===== src/rtl/x68k_ldr_pkg.sv =====
// Shared types for the HPS ioctl download -> 16-bit memory loader bridge:
// FIFO word entry, write FSM states and byte-enable codes.
package x68k_ldr_pkg;

  // Word-address field sized for the widest ioctl address (25-bit bytes).
  localparam int LDR_WADDR_W = 24;

  localparam logic [1:0] BE_LO  = 2'b01;
  localparam logic [1:0] BE_HI  = 2'b10;
  localparam logic [1:0] BE_ALL = 2'b11;

  typedef enum logic [1:0] {
    ST_IDLE = 2'd0,
    ST_REQ  = 2'd1,
    ST_GAP  = 2'd2
  } wr_state_e;

  typedef struct packed {
    logic [LDR_WADDR_W-1:0] addr;
    logic [15:0]            data;
    logic [1:0]             be;
  } ldr_word_t;

  function automatic ldr_word_t make_word(input logic [LDR_WADDR_W-1:0] waddr,
                                          input logic [15:0]            data,
                                          input logic [1:0]             be);
    ldr_word_t w;
    w.addr = waddr;
    w.data = data;
    w.be   = be;
    return w;
  endfunction

endpackage


===== src/rtl/ldr_word_fifo.sv =====
// Small synchronous FIFO of packed loader words; head is read straight from
// the storage flops, occupancy is a registered count.
module ldr_word_fifo
  import x68k_ldr_pkg::*;
#(
  parameter int DEPTH = 4
) (
  input  logic                   clk_sys,
  input  logic                   reset_n,
  input  logic                   push,
  input  ldr_word_t              din,
  input  logic                   pop,
  output ldr_word_t              dout,
  output logic [$clog2(DEPTH):0] count
);
  localparam int PW = $clog2(DEPTH);
  localparam int CW = PW + 1;

  ldr_word_t      mem [DEPTH];
  logic [PW-1:0]  wr_ptr, rd_ptr;
  logic           do_push, do_pop;

  assign do_pop  = pop && (count != '0);
  assign do_push = push && ((count != CW'(DEPTH)) || do_pop);
  assign dout    = mem[rd_ptr];

  always_ff @(posedge clk_sys) begin
    if (do_push) mem[wr_ptr] <= din;
  end

  always_ff @(posedge clk_sys or negedge reset_n) begin
    if (!reset_n) begin
      wr_ptr <= '0;
      rd_ptr <= '0;
      count  <= '0;
    end else begin
      if (do_push) wr_ptr <= wr_ptr + PW'(1);
      if (do_pop)  rd_ptr <= rd_ptr + PW'(1);
      case ({do_push, do_pop})
        2'b10:   count <= count + CW'(1);
        2'b01:   count <= count - CW'(1);
        default: count <= count;
      endcase
    end
  end

endmodule


===== src/rtl/ioctl_ldr_bridge.sv =====
// Packs HPS ioctl download bytes into big-endian 16-bit words and writes them
// to memory through a word FIFO and an ack-handshaked write FSM.
//
// state | meaning
// IDLE  | no write outstanding; pops the FIFO head when one is present
// REQ   | ldr_wr held with stable addr/data/be until ack rising edge
// GAP   | one dead cycle after the ack before the next pop
module ioctl_ldr_bridge
  import x68k_ldr_pkg::*;
#(
  parameter int ADDR_W = 20,
  parameter int DEPTH  = 4
) (
  input  logic              clk_sys,
  input  logic              reset_n,
  input  logic              ioctl_download,
  input  logic              ioctl_wr,
  input  logic [24:0]       ioctl_addr,
  input  logic [7:0]        ioctl_dout,
  output logic              ioctl_wait,
  output logic              ldr_aen,
  output logic [ADDR_W-1:0] ldr_addr,
  output logic [15:0]       ldr_wdat,
  output logic [1:0]        ldr_be,
  output logic              ldr_wr,
  input  logic              ldr_ack,
  output logic              ldr_done
);
  localparam int CW = $clog2(DEPTH) + 1;
  localparam logic [CW-1:0] WAIT_LVL = CW'(DEPTH - 1);

  logic [CW-1:0]     fifo_count;
  logic              fifo_push, fifo_pop, fifo_empty;
  ldr_word_t         push_word, head_word;

  logic              pend_vld, pend_vld_nxt;
  logic [ADDR_W-2:0] pend_addr, pend_addr_nxt;
  logic [7:0]        pend_hi, pend_hi_nxt;
  logic              dl_q, dl_ended, ack_q;
  wr_state_e         state, state_nxt;

  logic [ADDR_W-2:0] wr_waddr;
  logic              byte_ok;
  logic              unused_hi;

  assign wr_waddr   = ioctl_addr[ADDR_W-1:1];
  assign byte_ok    = ioctl_wr & ~ldr_done;
  assign fifo_empty = (fifo_count == '0);
  assign unused_hi  = ^{ioctl_addr >> ADDR_W, head_word.addr >> (ADDR_W - 1)};

  ldr_word_fifo #(.DEPTH(DEPTH)) u_fifo (
    .clk_sys (clk_sys),
    .reset_n (reset_n),
    .push    (fifo_push),
    .din     (push_word),
    .pop     (fifo_pop),
    .dout    (head_word),
    .count   (fifo_count)
  );

  // Packer: at most one push per cycle; a lone pending high byte is flushed
  // as soon as the download is low and no byte is arriving.
  always_comb begin
    fifo_push     = 1'b0;
    push_word     = '0;
    pend_vld_nxt  = pend_vld;
    pend_addr_nxt = pend_addr;
    pend_hi_nxt   = pend_hi;
    if (byte_ok && !ioctl_addr[0]) begin
      if (pend_vld) begin
        fifo_push = 1'b1;
        push_word = make_word(LDR_WADDR_W'(pend_addr), {pend_hi, 8'h00}, BE_HI);
      end
      pend_vld_nxt  = 1'b1;
      pend_addr_nxt = wr_waddr;
      pend_hi_nxt   = ioctl_dout;
    end else if (byte_ok) begin
      fifo_push = 1'b1;
      if (pend_vld && (pend_addr == wr_waddr)) begin
        push_word    = make_word(LDR_WADDR_W'(wr_waddr), {pend_hi, ioctl_dout}, BE_ALL);
        pend_vld_nxt = 1'b0;
      end else begin
        push_word = make_word(LDR_WADDR_W'(wr_waddr), {8'h00, ioctl_dout}, BE_LO);
      end
    end else if (pend_vld && !ioctl_download) begin
      fifo_push    = 1'b1;
      push_word    = make_word(LDR_WADDR_W'(pend_addr), {pend_hi, 8'h00}, BE_HI);
      pend_vld_nxt = 1'b0;
    end
  end

  always_ff @(posedge clk_sys or negedge reset_n) begin
    if (!reset_n) begin
      pend_vld  <= 1'b0;
      pend_addr <= '0;
      pend_hi   <= '0;
      dl_q      <= 1'b0;
      dl_ended  <= 1'b0;
      ack_q     <= 1'b0;
      ldr_done  <= 1'b0;
    end else begin
      pend_vld  <= pend_vld_nxt;
      pend_addr <= pend_addr_nxt;
      pend_hi   <= pend_hi_nxt;
      dl_q      <= ioctl_download;
      ack_q     <= ldr_ack;
      if (ioctl_download && !dl_q) begin
        dl_ended <= 1'b0;
        ldr_done <= 1'b0;
      end else begin
        if (dl_q && !ioctl_download) dl_ended <= 1'b1;
        if (dl_ended && !ioctl_download && !pend_vld && fifo_empty && (state == ST_IDLE))
          ldr_done <= 1'b1;
      end
    end
  end

  always_comb begin
    state_nxt = state;
    fifo_pop  = 1'b0;
    unique case (state)
      ST_IDLE: if (!fifo_empty) begin
        fifo_pop  = 1'b1;
        state_nxt = ST_REQ;
      end
      ST_REQ:  if (ldr_ack && !ack_q) state_nxt = ST_GAP;
      ST_GAP:  state_nxt = ST_IDLE;
      default: state_nxt = ST_IDLE;
    endcase
  end

  always_ff @(posedge clk_sys or negedge reset_n) begin
    if (!reset_n) begin
      state    <= ST_IDLE;
      ldr_addr <= '0;
      ldr_wdat <= '0;
      ldr_be   <= '0;
    end else begin
      state <= state_nxt;
      if (fifo_pop) begin
        ldr_addr <= {head_word.addr[ADDR_W-2:0], 1'b0};
        ldr_wdat <= head_word.data;
        ldr_be   <= head_word.be;
      end
    end
  end

  assign ldr_wr     = (state == ST_REQ);
  assign ioctl_wait = (fifo_count >= WAIT_LVL);
  assign ldr_aen    = (ioctl_download | pend_vld | ~fifo_empty | (state != ST_IDLE)) & ~ldr_done;

endmodule


===== config.mk =====
export PLATFORM = sky130hd
export DESIGN_NAME = ioctl_ldr_bridge
export DESIGN_NICKNAME = d
export VERILOG_FILES = /design/src/rtl/x68k_ldr_pkg.sv /design/src/rtl/ldr_word_fifo.sv /design/src/rtl/ioctl_ldr_bridge.sv
export SDC_FILE = /design/constraint.sdc
export NUM_CORES = 1
export LEC_CHECK = 0
export CAP_MARGIN = 20
export CORE_ASPECT_RATIO = 1.2
export CORE_UTILIZATION = 40
export DETAILED_ROUTE_END_ITERATION = 16
export SLEW_MARGIN = 10
export SYNTH_ARGS = -nofsm -noshare
export SYNTH_HDL_FRONTEND = slang
export SYNTH_SLANG_ARGS = --single-unit

===== constraint.sdc =====
create_clock -name clk_sys -period 2.52 [get_ports clk_sys]
set_input_delay 0.252 -clock clk_sys [delete_from_list [all_inputs] [get_ports clk_sys]]
set_output_delay 0.252 -clock clk_sys [all_outputs]
set_load 0.02 [all_outputs]

---- Word level (Yosys, flattened, before mapping) ----
Memories as Yosys holds them, arrays and structs flattened. A register that Yosys moved wholly into a read port is not among the register bits.
Index checks and enable logic that the tools add are counted.
storage, ports and cells
  flip-flop bits (word level) ............. 41
  memory bits (writable) .................. 168
  output and inout bits ................... 42
  memories kept ........................... 1
operators by class
  $add $sub $neg .......................... 4
  order comparisons ....................... 1
  equal/unequal tests ..................... 8
  multiplexer cells ....................... 25
  bitwise operators ....................... 7
  reductions and logical operators ........ 29
memory list
  name        words  bits a word  rd ports  clocked after Yosys merged registers in  wr ports  RTL line             text
  u_fifo.mem  4      42           1         1                                        1         ldr_word_fifo.sv:19  ldr_word_t mem [DEPTH];
operators by type and width
  cell                                                               count
  2-to-1 mux 37 bit                                                  3
  2-to-1 mux 42 bit                                                  1
  equality test 19 bit                                               1
  2-to-1 mux 18 bit                                                  1
  2-to-1 mux 1 bit                                                   16
  logical AND 1 bit                                                  12
  nonzero test 2 bit                                                 4
  logical NOT 1 bit                                                  6
  case mux 3 bit (2 select lines)                                    1
  nonzero test 3 bit                                                 2
  adder 2 x 1 -> 2 bit, second input constant                        2
  equality test 2 x 1 -> 1 bit, second input constant                2
  2-to-1 mux 2 bit                                                   2
  case mux 2 bit (2 select lines)                                    1
  AND reduction 2 bit                                                2
  adder 3 x 1 -> 3 bit, second input constant                        1
  greater-or-equal comparator 3 x 2 -> 1 bit, second input constant  1
  logical NOT 3 bit                                                  1
  inequality test 3 x 1 -> 1 bit, second input constant              1
  inequality test 3 bit, second input constant                       1
  bitwise OR 1 bit                                                   3
  subtractor 3 x 1 -> 3 bit, second input constant                   1
  bitwise AND 1 bit                                                  2
  equality test 2 bit, second input constant                         1
  other kinds (5)                                                    6

---- Longest topological paths before layout ----
Gate-level depths: netlist of the first run.
  word-level depth ........................ 8
  depth in mapped cells ................... 8
  depth with buffers taken out ............ 7

---- Modules after synthesis ----
Synthesis of the first run repeated with hierarchy kept, for this count alone.
second synthesis, totals
  cells, all modules ...................... 526
  area, all modules ....................... 9829.4 µm²
modules (own cells, without submodules)
  module            times used  cells each  area each (µm²)  seq. area each (µm²)
  ldr_word_fifo     1           270         6547.5           5220.0
  ioctl_ldr_bridge  1           256         3281.9           1776.7

---- Least setup slack after synthesis of the first run ----
No wires, ideal clock.
  kind .................................... register -> register
  from .................................... register ldr_done
  to ...................................... memory u_fifo.mem[0][0] (netlist bit), enable pin
  setup time .............................. 398 ps
  data arrival time ....................... 2221 ps
  setup slack ............................. -99 ps
  stages on the path, launching flop included .. 6
  buffers on the path ..................... 0
  cells stage by stage .................... dfrtp_1 > nor2b_2 > nand2_2 > and2_0 > a31oi_4 > and2_1
between the ends
  longest elaborated chain between the ends .. 7
  elaborated cells between the ends (all ways) .. 8
RTL lines
  element                                                RTL line                                        text
  from (decl)                                            ioctl_ldr_bridge.sv:27                          output logic ldr_done
  from (signal assigned)                                 ioctl_ldr_bridge.sv:100                         ldr_done <= 1'b0;
  from (signal assigned)                                 ioctl_ldr_bridge.sv:109                         ldr_done <= 1'b0;
  from (signal assigned)                                 ioctl_ldr_bridge.sv:113                         ldr_done <= 1'b1;
  inverter 1 bit *                                       ioctl_ldr_bridge.sv:47                          assign byte_ok = ioctl_wr & ~ldr_done;
  bitwise AND 1 bit *                                    ioctl_ldr_bridge.sv:47
  2-to-1 mux 1 bit or logical AND 1 bit (tied branches)  ioctl_ldr_bridge.sv:77, ioctl_ldr_bridge.sv:69
  2-to-1 mux 1 bit *                                     ioctl_ldr_bridge.sv:69                          if (byte_ok && !ioctl_addr[0]) begin
  logical AND 1 bit *                                    ldr_word_fifo.sv:24                             assign do_push = push && ((count != CW'(DEPTH)) || do_pop);
  2-to-1 mux 1 bit *                                     ldr_word_fifo.sv:28                             if (do_push) mem[wr_ptr] <= din;
  2-to-1 mux 1 bit (not written as such) *               ldr_word_fifo.sv:28
  to (decl)                                              ldr_word_fifo.sv:19
Mark *: on every way between the ends. The rest lies on a longest branch, timed or not.

---- Final worst setup path of the first run ----
  from .................................... register u_fifo.count[2]
  to ...................................... output port ldr_aen
between the ends
  longest elaborated chain between the ends .. 5
RTL lines
  element                        RTL line                 text
  from (decl)                    ldr_word_fifo.sv:14      output logic [$clog2(DEPTH):0] count
  from (signal assigned)         ldr_word_fifo.sv:40      2'b10: count <= count + CW'(1);
  from (signal assigned)         ldr_word_fifo.sv:41      2'b01: count <= count - CW'(1);
  from (signal assigned)         ldr_word_fifo.sv:42      default: count <= count;
  logical NOT 3 bit              ioctl_ldr_bridge.sv:48   assign fifo_empty = (fifo_count == '0);
  inverter 1 bit                 ioctl_ldr_bridge.sv:150  assign ldr_aen = (ioctl_download | pend_vld | ~fifo_empty | (state != ST_IDLE)) & ~ldr_done;
  bitwise OR 1 bit (2 in a row)  ioctl_ldr_bridge.sv:150
  bitwise AND 1 bit              ioctl_ldr_bridge.sv:150
  to (decl)                      ioctl_ldr_bridge.sv:21   output logic ldr_aen,
No other way between the ends.

==> impl_metrics.py, run 1 <==
metrics = {
    "yosys": {
        "ys.flop_type": "edfxtp_1",
        "ys_seq_area_frac": 0.692,
        "synth_area_leaders": "edfxtp_1 48%, dfrtp_1 21%, mux4_2 9.0%, mux2_4 6.0%, mux2_2 3.4%",
        "syn_avg_cell_area_um2": 19.3,
        "synth-seq-cells": 226,
        "yosysWarnings": 0,
        "synth_top_cell_by_area": "edfxtp_1",
        "synth-edff-count": 148,
        "async_flop_share": 0.345,
        "syn_inst": 480,
        "synth_nets": 524,
        "netlist_area_um2": 9240,
        "yosysMostFrequentCell": "edfxtp_1",
        "synth_top_cell_area_share": 0.481,
        "netlist_top_cells_count": "148 x edfxtp_1, 78 x dfrtp_1, 37 x mux2_4, 37 x mux4_2, 28 x mux2_2",
        "yosysUniqueCellTypes": 52,
    },
    "cts": {
        "ctsResizeCount": 0,
        "post_cts_buffers": 0,
        "cts_tree": "done",
        "clk_latency_ns": 0.49,
        "root_buffer": "clkbuf_16",
        "clockBufferDepth": 3,
        "cts_buffers": 23,
        "path_clk_slew_ns": 0.06,
        "cts_hold_buf": 1,
        "clock-sinks": 226,
        "htreeDepth": 1,
    },
    "global_routing": {
        "grtUsageMet3": 0.0212,
        "grt_overflow": 0,
        "gr-usage-met1": 0.198,
        "antenna_found_initial": 0,
        "grtUsageTotal": 0.157,
        "grt_max_degree": 41,
        "grt_busiest_layer": "met2",
        "grt_pass1_vias": 4874,
        "grt_util_met2": 0.282,
        "grt_pass1_wl_um": 28200,
    },
    "floorplanning": {
        "io_pins": 80,
        "core-area_um2": 22500,
        "dieArea_um2": 23700,
        "row_count": 60,
        "start_util": 0.410,
        "die_h_um": 169,
        "die_w_um": 141,
    },
    "critical_path": {
        "critPathTopFamily": "simple AND/OR/NAND/NOR gates",
        "path_class": "flip-flop to output pin",
        "crit_buf_inv": 1,
        "startpoint_type": "flip-flop",
        "cp_max_fo": 6,
        "crit_arrival_ns": 2.18,
        "worstPathRequired_ns": 2.27,
        "worstPathCellList": "or3_4, nor2_1, a21oi_1, clkdlybuf4s50_1",
        "end_kind": "output pin",
        "critPathMaxStageDelay_ns": 0.54,
        "cp_slowest_cell": "clkdlybuf4s50_1",
    },
    "layout": {
        "syn_to_final_growth_pct": 21.2,
        "n_fill_cell": 1843,
        "diodes": 0,
        "final_util": 0.497,
        "fin_nets": 621,
        "drive_above_1_share": 0.292,
    },
    "power_and_ir_drop": {
        "pwr-share-clk": 0.254,
        "seq_power_share": 0.399,
        "p_int_w": 0.0101,
        "p_leak_nw": 4.13,
        "swShare": 0.288,
        "ir_worst_vdd_mv": 0.753,
        "pwr-share-comb": 0.347,
        "power.switching_w": 0.00406,
        "power_density_nw_per_um2": 1260,
    },
    "route": {
        "drtIter0Drc": 180,
        "wl_per_cell_um": 20.5,
        "route.detailed.drc": 0,
        "viasPerCell": 5.21,
        "first_pass_iters": 4,
        "wl_um": 17800,
        "drtAntennaViolNets": 0,
        "vias": 4540,
    },
    "place": {
        "hpwl_um": 11000,
        "numPortBuffers": 73,
        "globalplace.congestion": 0.731,
    },
    "sta": {
        "relSlewSlack": 0.473,
        "hold_viol_final": 0,
        "fmax_mhz": 411,
        "setup_tns_ns": 0,
        "finalCritPeriodShare": 0.966,
        "worstMarginPinSlew_ns": 0.790,
        "rsz0062_at_grt": "no",
        "final_max_slew_viol_count": 0,
        "fin_crit_ns": 2.43,
        "skew_ns": 0.00694,
        "setup_violations": 0,
    },
    "min_path": {
        "hold_path_class": "primary input to asynchronous set/reset pin",
    },
    "flow_run": {
        "maxCapViolations": 0,
    },
    "outcome": {
        "status": "finished clean",
    },
}
[per-layer routing]
metal  vias to the layer above  share of wire  wire, um
met1                      2387           0.42      7570
li1                       2048              -         -
met2                        84           0.53      9430
met5                         -              0         0
met4                         0          0.016       287
met3                        21          0.031       561
[final cells by class]
class | instances | area (um2) | area share
clock inverters | 10 | 176 | 0.0157
well taps | 279 | 349 | 0.0312
repair buffers | 94 | 976 | 0.0871
flip-flops and latches | 226 | 6400 | 0.571
inverters | 9 | 33.8 | 0.00302
multi-input cells | 223 | 2650 | 0.236
clock buffers | 31 | 626 | 0.0558
[flip-flops by register name (all words and copies together) (netlist names)]
name           flops
pend_vld           1
u_fifo.mem       148
u_fifo.wr_ptr      2
ldr_be             2
ldr_addr          19
ldr_done           1
ldr_wdat          16
pend_hi            8
u_fifo.rd_ptr      2
ack_q              1
dl_q               1
pend_addr         19
state              2
u_fifo.count       3
dl_ended           1
[final timing paths]
kind,start,end,slack [ns],cells after the start
worst max-delay path,u_fifo.count[2]$_DFFE_PN0P_,ldr_aen,0.09,4
min in group clk_sys,ldr_ack,ack_q$_DFF_PN0_,0.24,1
worst max register to register,u_fifo.count[2]$_DFFE_PN0P_,u_fifo.count[1]$_DFFE_PN0P_,0.27,6
max in group asynchronous,reset_n,pend_addr[5]$_DFFE_PN0P_,1.62,3
worst min register to register,state[1]$_DFFE_PN0P_,state[1]$_DFFE_PN0P_,0.48,1
worst min-delay path,reset_n,ldr_addr[8]$_DFFE_PN0P_,0.24,2
[per-stage QoR]
| step | setup WS [ns] | power [W] | cells | cell area [um2] | hold slack [ns] |
|---|---|---|---|---|---|
| 2_1_floorplan | 0.288 | 0.00906 | 480 | 9250 | -0.0436 |
| 3_3_place_gp | 0.191 | 0.0106 | 830 | 10400 | 0.214 |
| 3_5_place_dp | 0.0900 | 0.0107 | 830 | 10400 | 0.218 |
| 4_1_cts | 0.0684 | 0.0143 | 872 | 11200 | 0.226 |
| 5_1_grt | 0.0146 | 0.0148 | 872 | 11200 | 0.243 |
| 6_report | 0.0868 | 0.0141 | 872 | 11200 | 0.241 |
[power groups by stage]
stage	combinational, W	clock [W]	sequential (W)
global route	0.00524	0.00382	0.00573
finish	0.00490	0.00358	0.00563
detailed placement	0.00498	0	0.00570
CTS	0.00501	0.00366	0.00564
global placement	0.00494	0	0.00564
floorplan	0.00310	0	0.00596
[cells by family after synthesis]
kind of cell,synth area share
flip-flops,0.692
multiplexers,0.185
AND/OR/NAND/NOR,0.0341
AO/OA/AOI/OAI,0.0349
buffers and inverters,0.0223
XOR/XNOR,0.0218
adder cells (fa/ha/maj),0.00893
other,0.000406
[cell usage in the layout, fill, tap and decap left out, types with 2 or more instances in the layout]
cell type,count
clkinv_2,3
bufinv_16,5
nand3_1,2
and2_2,4
mux4_2,37
buf_12,7
xnor2_1,19
a21oi_1,4
nand4_1,5
a21o_1,2
nand2_1,4
clkbuf_8,2
clkbuf_1,6
dfrtp_1,77
nor2_1,6
o21ai_0,3
inv_1,8
clkdlybuf4s50_1,72
nor3b_1,2
a22o_1,19
buf_4,14
nand2b_1,2
mux2_4,37
ha_1,5
nor2b_1,9
and2_1,8
xor2_1,4
mux2_2,28
edfxtp_1,148
clkbuf_16,23
Note: power is estimated with default switching activity, not from simulation.
==> run 2: changes to the inputs <==
--- a/config.mk
+++ b/config.mk
@@ -7,9 +7,11 @@
 export LEC_CHECK = 0
 export CAP_MARGIN = 20
 export CORE_ASPECT_RATIO = 1.2
+export CORE_MARGIN = 3
 export CORE_UTILIZATION = 40
 export DETAILED_ROUTE_END_ITERATION = 16
 export SLEW_MARGIN = 10
 export SYNTH_ARGS = -nofsm -noshare
 export SYNTH_HDL_FRONTEND = slang
+export SYNTH_HIERARCHICAL = 1
 export SYNTH_SLANG_ARGS = --single-unit
==> run 2 against run 1 <==
  * Combinational power decreased by 4.5%
  * Die area increased by 3.9%
  * Final cell count increased by 2.9%
  * Synthesized cell count increased by 4.4%
  * Fmax increased by 4.6%
  * Clock-buffer cell count increased by 4
  * Clock power decreased by 12%
  * First-iteration DRC count increased by 31%
  * Setup slack improved by 0.11 ns
  * Sequential cell count unchanged
  * Critical path depth increased by 5
  * Core utilization increased by 1.1 points
  * Largest cell class unchanged
==> impl_metrics.py, run 2 <==
metrics = {
    "layout": {
        "layout_common_cells": "148 x edfxtp_1, 75 x dfrtp_1, 72 x clkdlybuf4s50_1, 64 x mux2_2, 37 x mux4_2",
        "drive_above_1_share": 0.299,
        "final_util": 0.509,
        "n_fill_cell": 1785,
        "diodes": 0,
        "syn_to_final_growth_pct": 23.2,
        "fin_area_um2": 11200,
        "fin_nets": 651,
        "max_flop_register": "u_fifo/mem",
        "largestRegisters": "u_fifo/mem (148), ldr_addr (19), pend_addr (19)",
        "largest_reg_flops": 148,
        "layout.cells.most_common": "edfxtp_1",
    },
    "route": {
        "viasPerCell": 5.28,
        "vias": 4732,
        "drtAntennaViolNets": 0,
        "wl_um": 17900,
        "first_pass_iters": 5,
        "wl_per_cell_um": 20.0,
        "drtIter0Drc": 236,
        "route.detailed.drc": 0,
    },
    "power_and_ir_drop": {
        "power_density_nw_per_um2": 1200,
        "ir_worst_vdd_mv": 0.664,
        "p_leak_nw": 4.08,
        "total_power_w": 0.0134,
    },
    "place": {
        "numPortBuffers": 73,
        "dpl_cell_area_um2": 10500,
        "globalplace.congestion": 0.781,
        "hpwl_um": 11600,
    },
    "cts": {
        "cts_tree": "done",
        "clk_latency_ns": 0.49,
        "clockBufferDepth": 3,
        "htreeDepth": 1,
        "path_clk_slew_ns": 0.06,
        "clock-sinks": 226,
        "ctsResizeCount": 0,
        "root_buffer": "clkbuf_16",
        "cts_buffers": 22,
    },
    "critical_path": {
        "startpoint_type": "flip-flop",
        "worstPathRequired_ns": 2.94,
        "crit_arrival_ns": 2.74,
        "cp_max_fo": 9,
        "critPathTopFamily": "simple AND/OR/NAND/NOR gates",
        "critPathMaxStageDelay_ns": 0.47,
        "end_kind": "flip-flop",
        "worstPathCellList": "nor3_2, or3_4, inv_2, nor2b_4, nand2_2, fa_2, or4b_1, o31ai_1, o21bai_1",
        "path_class": "flip-flop to flip-flop",
        "crit_buf_inv": 1,
        "cp_slowest_cell": "or4b_1",
    },
    "yosys": {
        "yosysWarnings": 6,
        "netlist_area_um2": 9120,
        "syn_inst": 501,
        "syn_avg_cell_area_um2": 18.2,
        "synth_nets": 545,
    },
    "floorplanning": {
        "die_w_um": 144,
        "start_util": 0.413,
        "die_h_um": 171,
        "core-area_um2": 22100,
        "io_pins": 80,
        "dieArea_um2": 24600,
        "row_count": 59,
    },
    "sta": {
        "skew_ns": 0.0101,
        "finalCritPeriodShare": 0.923,
        "relSlewSlack": 0.593,
        "hold_viol_final": 0,
        "fmax_mhz": 430,
        "final_max_slew_viol_count": 0,
        "setup_violations": 0,
        "worstMarginPinSlew_ns": 0.610,
        "fin_crit_ns": 2.33,
        "rsz0062_at_grt": "no",
    },
    "global_routing": {
        "grtUsageMet3": 0.0175,
        "grt_overflow": 0,
        "grt_max_degree": 42,
        "grtUsageTotal": 0.150,
        "gr-usage-met1": 0.201,
        "grt_util_met2": 0.265,
        "grt_pass1_wl_um": 28700,
        "grt_busiest_layer": "met2",
        "antenna_found_initial": 0,
        "grt_pass1_vias": 5052,
    },
    "flow_run": {
        "maxCapViolations": 0,
    },
    "min_path": {
        "hold_path_class": "primary input to flip-flop",
    },
    "outcome": {
        "status": "finished clean",
    },
}
## run 2: area by class of cell
| class | instances | area, um2 | share of cell area |
|---|---|---|---|
| sequential | 226 | 6400 | 0.570 |
| timing repair buffer | 108 | 1170 | 0.104 |
| tap | 274 | 343 | 0.0305 |
| inverter | 11 | 41.3 | 0.00368 |
| multi-input combinational | 238 | 2580 | 0.230 |
| clock inverter | 5 | 26.3 | 0.00234 |
| clock buffer | 35 | 671 | 0.0597 |
## run 2: through the flow
step / worst slack (ns) / hold WS [ns] / instances / TNS, ns
final: 0.194 / 0.270 / 897 / 0
after global placement: 0.0616 / 0.302 / 856 / 0
after floorplan: -0.103 / -0.0436 / 501 / -10.83
after global routing: 0.103 / 0.275 / 897 / 0
after detailed placement: -0.000349 / 0.302 / 856 / -0.000349
after CTS: 0.195 / 0.257 / 897 / 0
## run 2: path summary, 6_finish.rpt
kind | start | to | slack (ns) | cells past startpoint
min in group asynchronous | reset_n | ldr_addr[15]$_DFFE_PN0P_ | 0.31 | 2
worst max register to register | u_fifo/count[1]$_DFFE_PN0P_ | u_fifo/count[2]$_DFFE_PN0P_ | 0.19 | 9
worst max-delay path | u_fifo/count[1]$_DFFE_PN0P_ | u_fifo/count[2]$_DFFE_PN0P_ | 0.19 | 9
worst min-delay path | ldr_ack | ack_q$_DFF_PN0_ | 0.27 | 1
worst min register to register | ack_q$_DFF_PN0_ | state[1]$_DFFE_PN0P_ | 0.44 | 1
max in group asynchronous | reset_n | pend_addr[3]$_DFFE_PN0P_ | 1.55 | 3
## run 2: power by group
part	total [W]	switching, W	internal (W)
Sequential	0.00561	0.000466	0.00514
Combinational	0.00468	0.00220	0.00248
Clock	0.00314	0.00132	0.00182
## run 2: what timing repair did
action | in CTS | in global routing
setup buffers | 0 | 0
hold buffers | 1 | 0
endpoints found under the hold margin | 39 | 0
## run 2: layer usage
metal / up-vias / wire length, um
li1: 2150 / -
met1: 2455 / 7570
met2: 101 / 9410
met3: 26 / 641
met4: 0 / 290
met5: - / 0
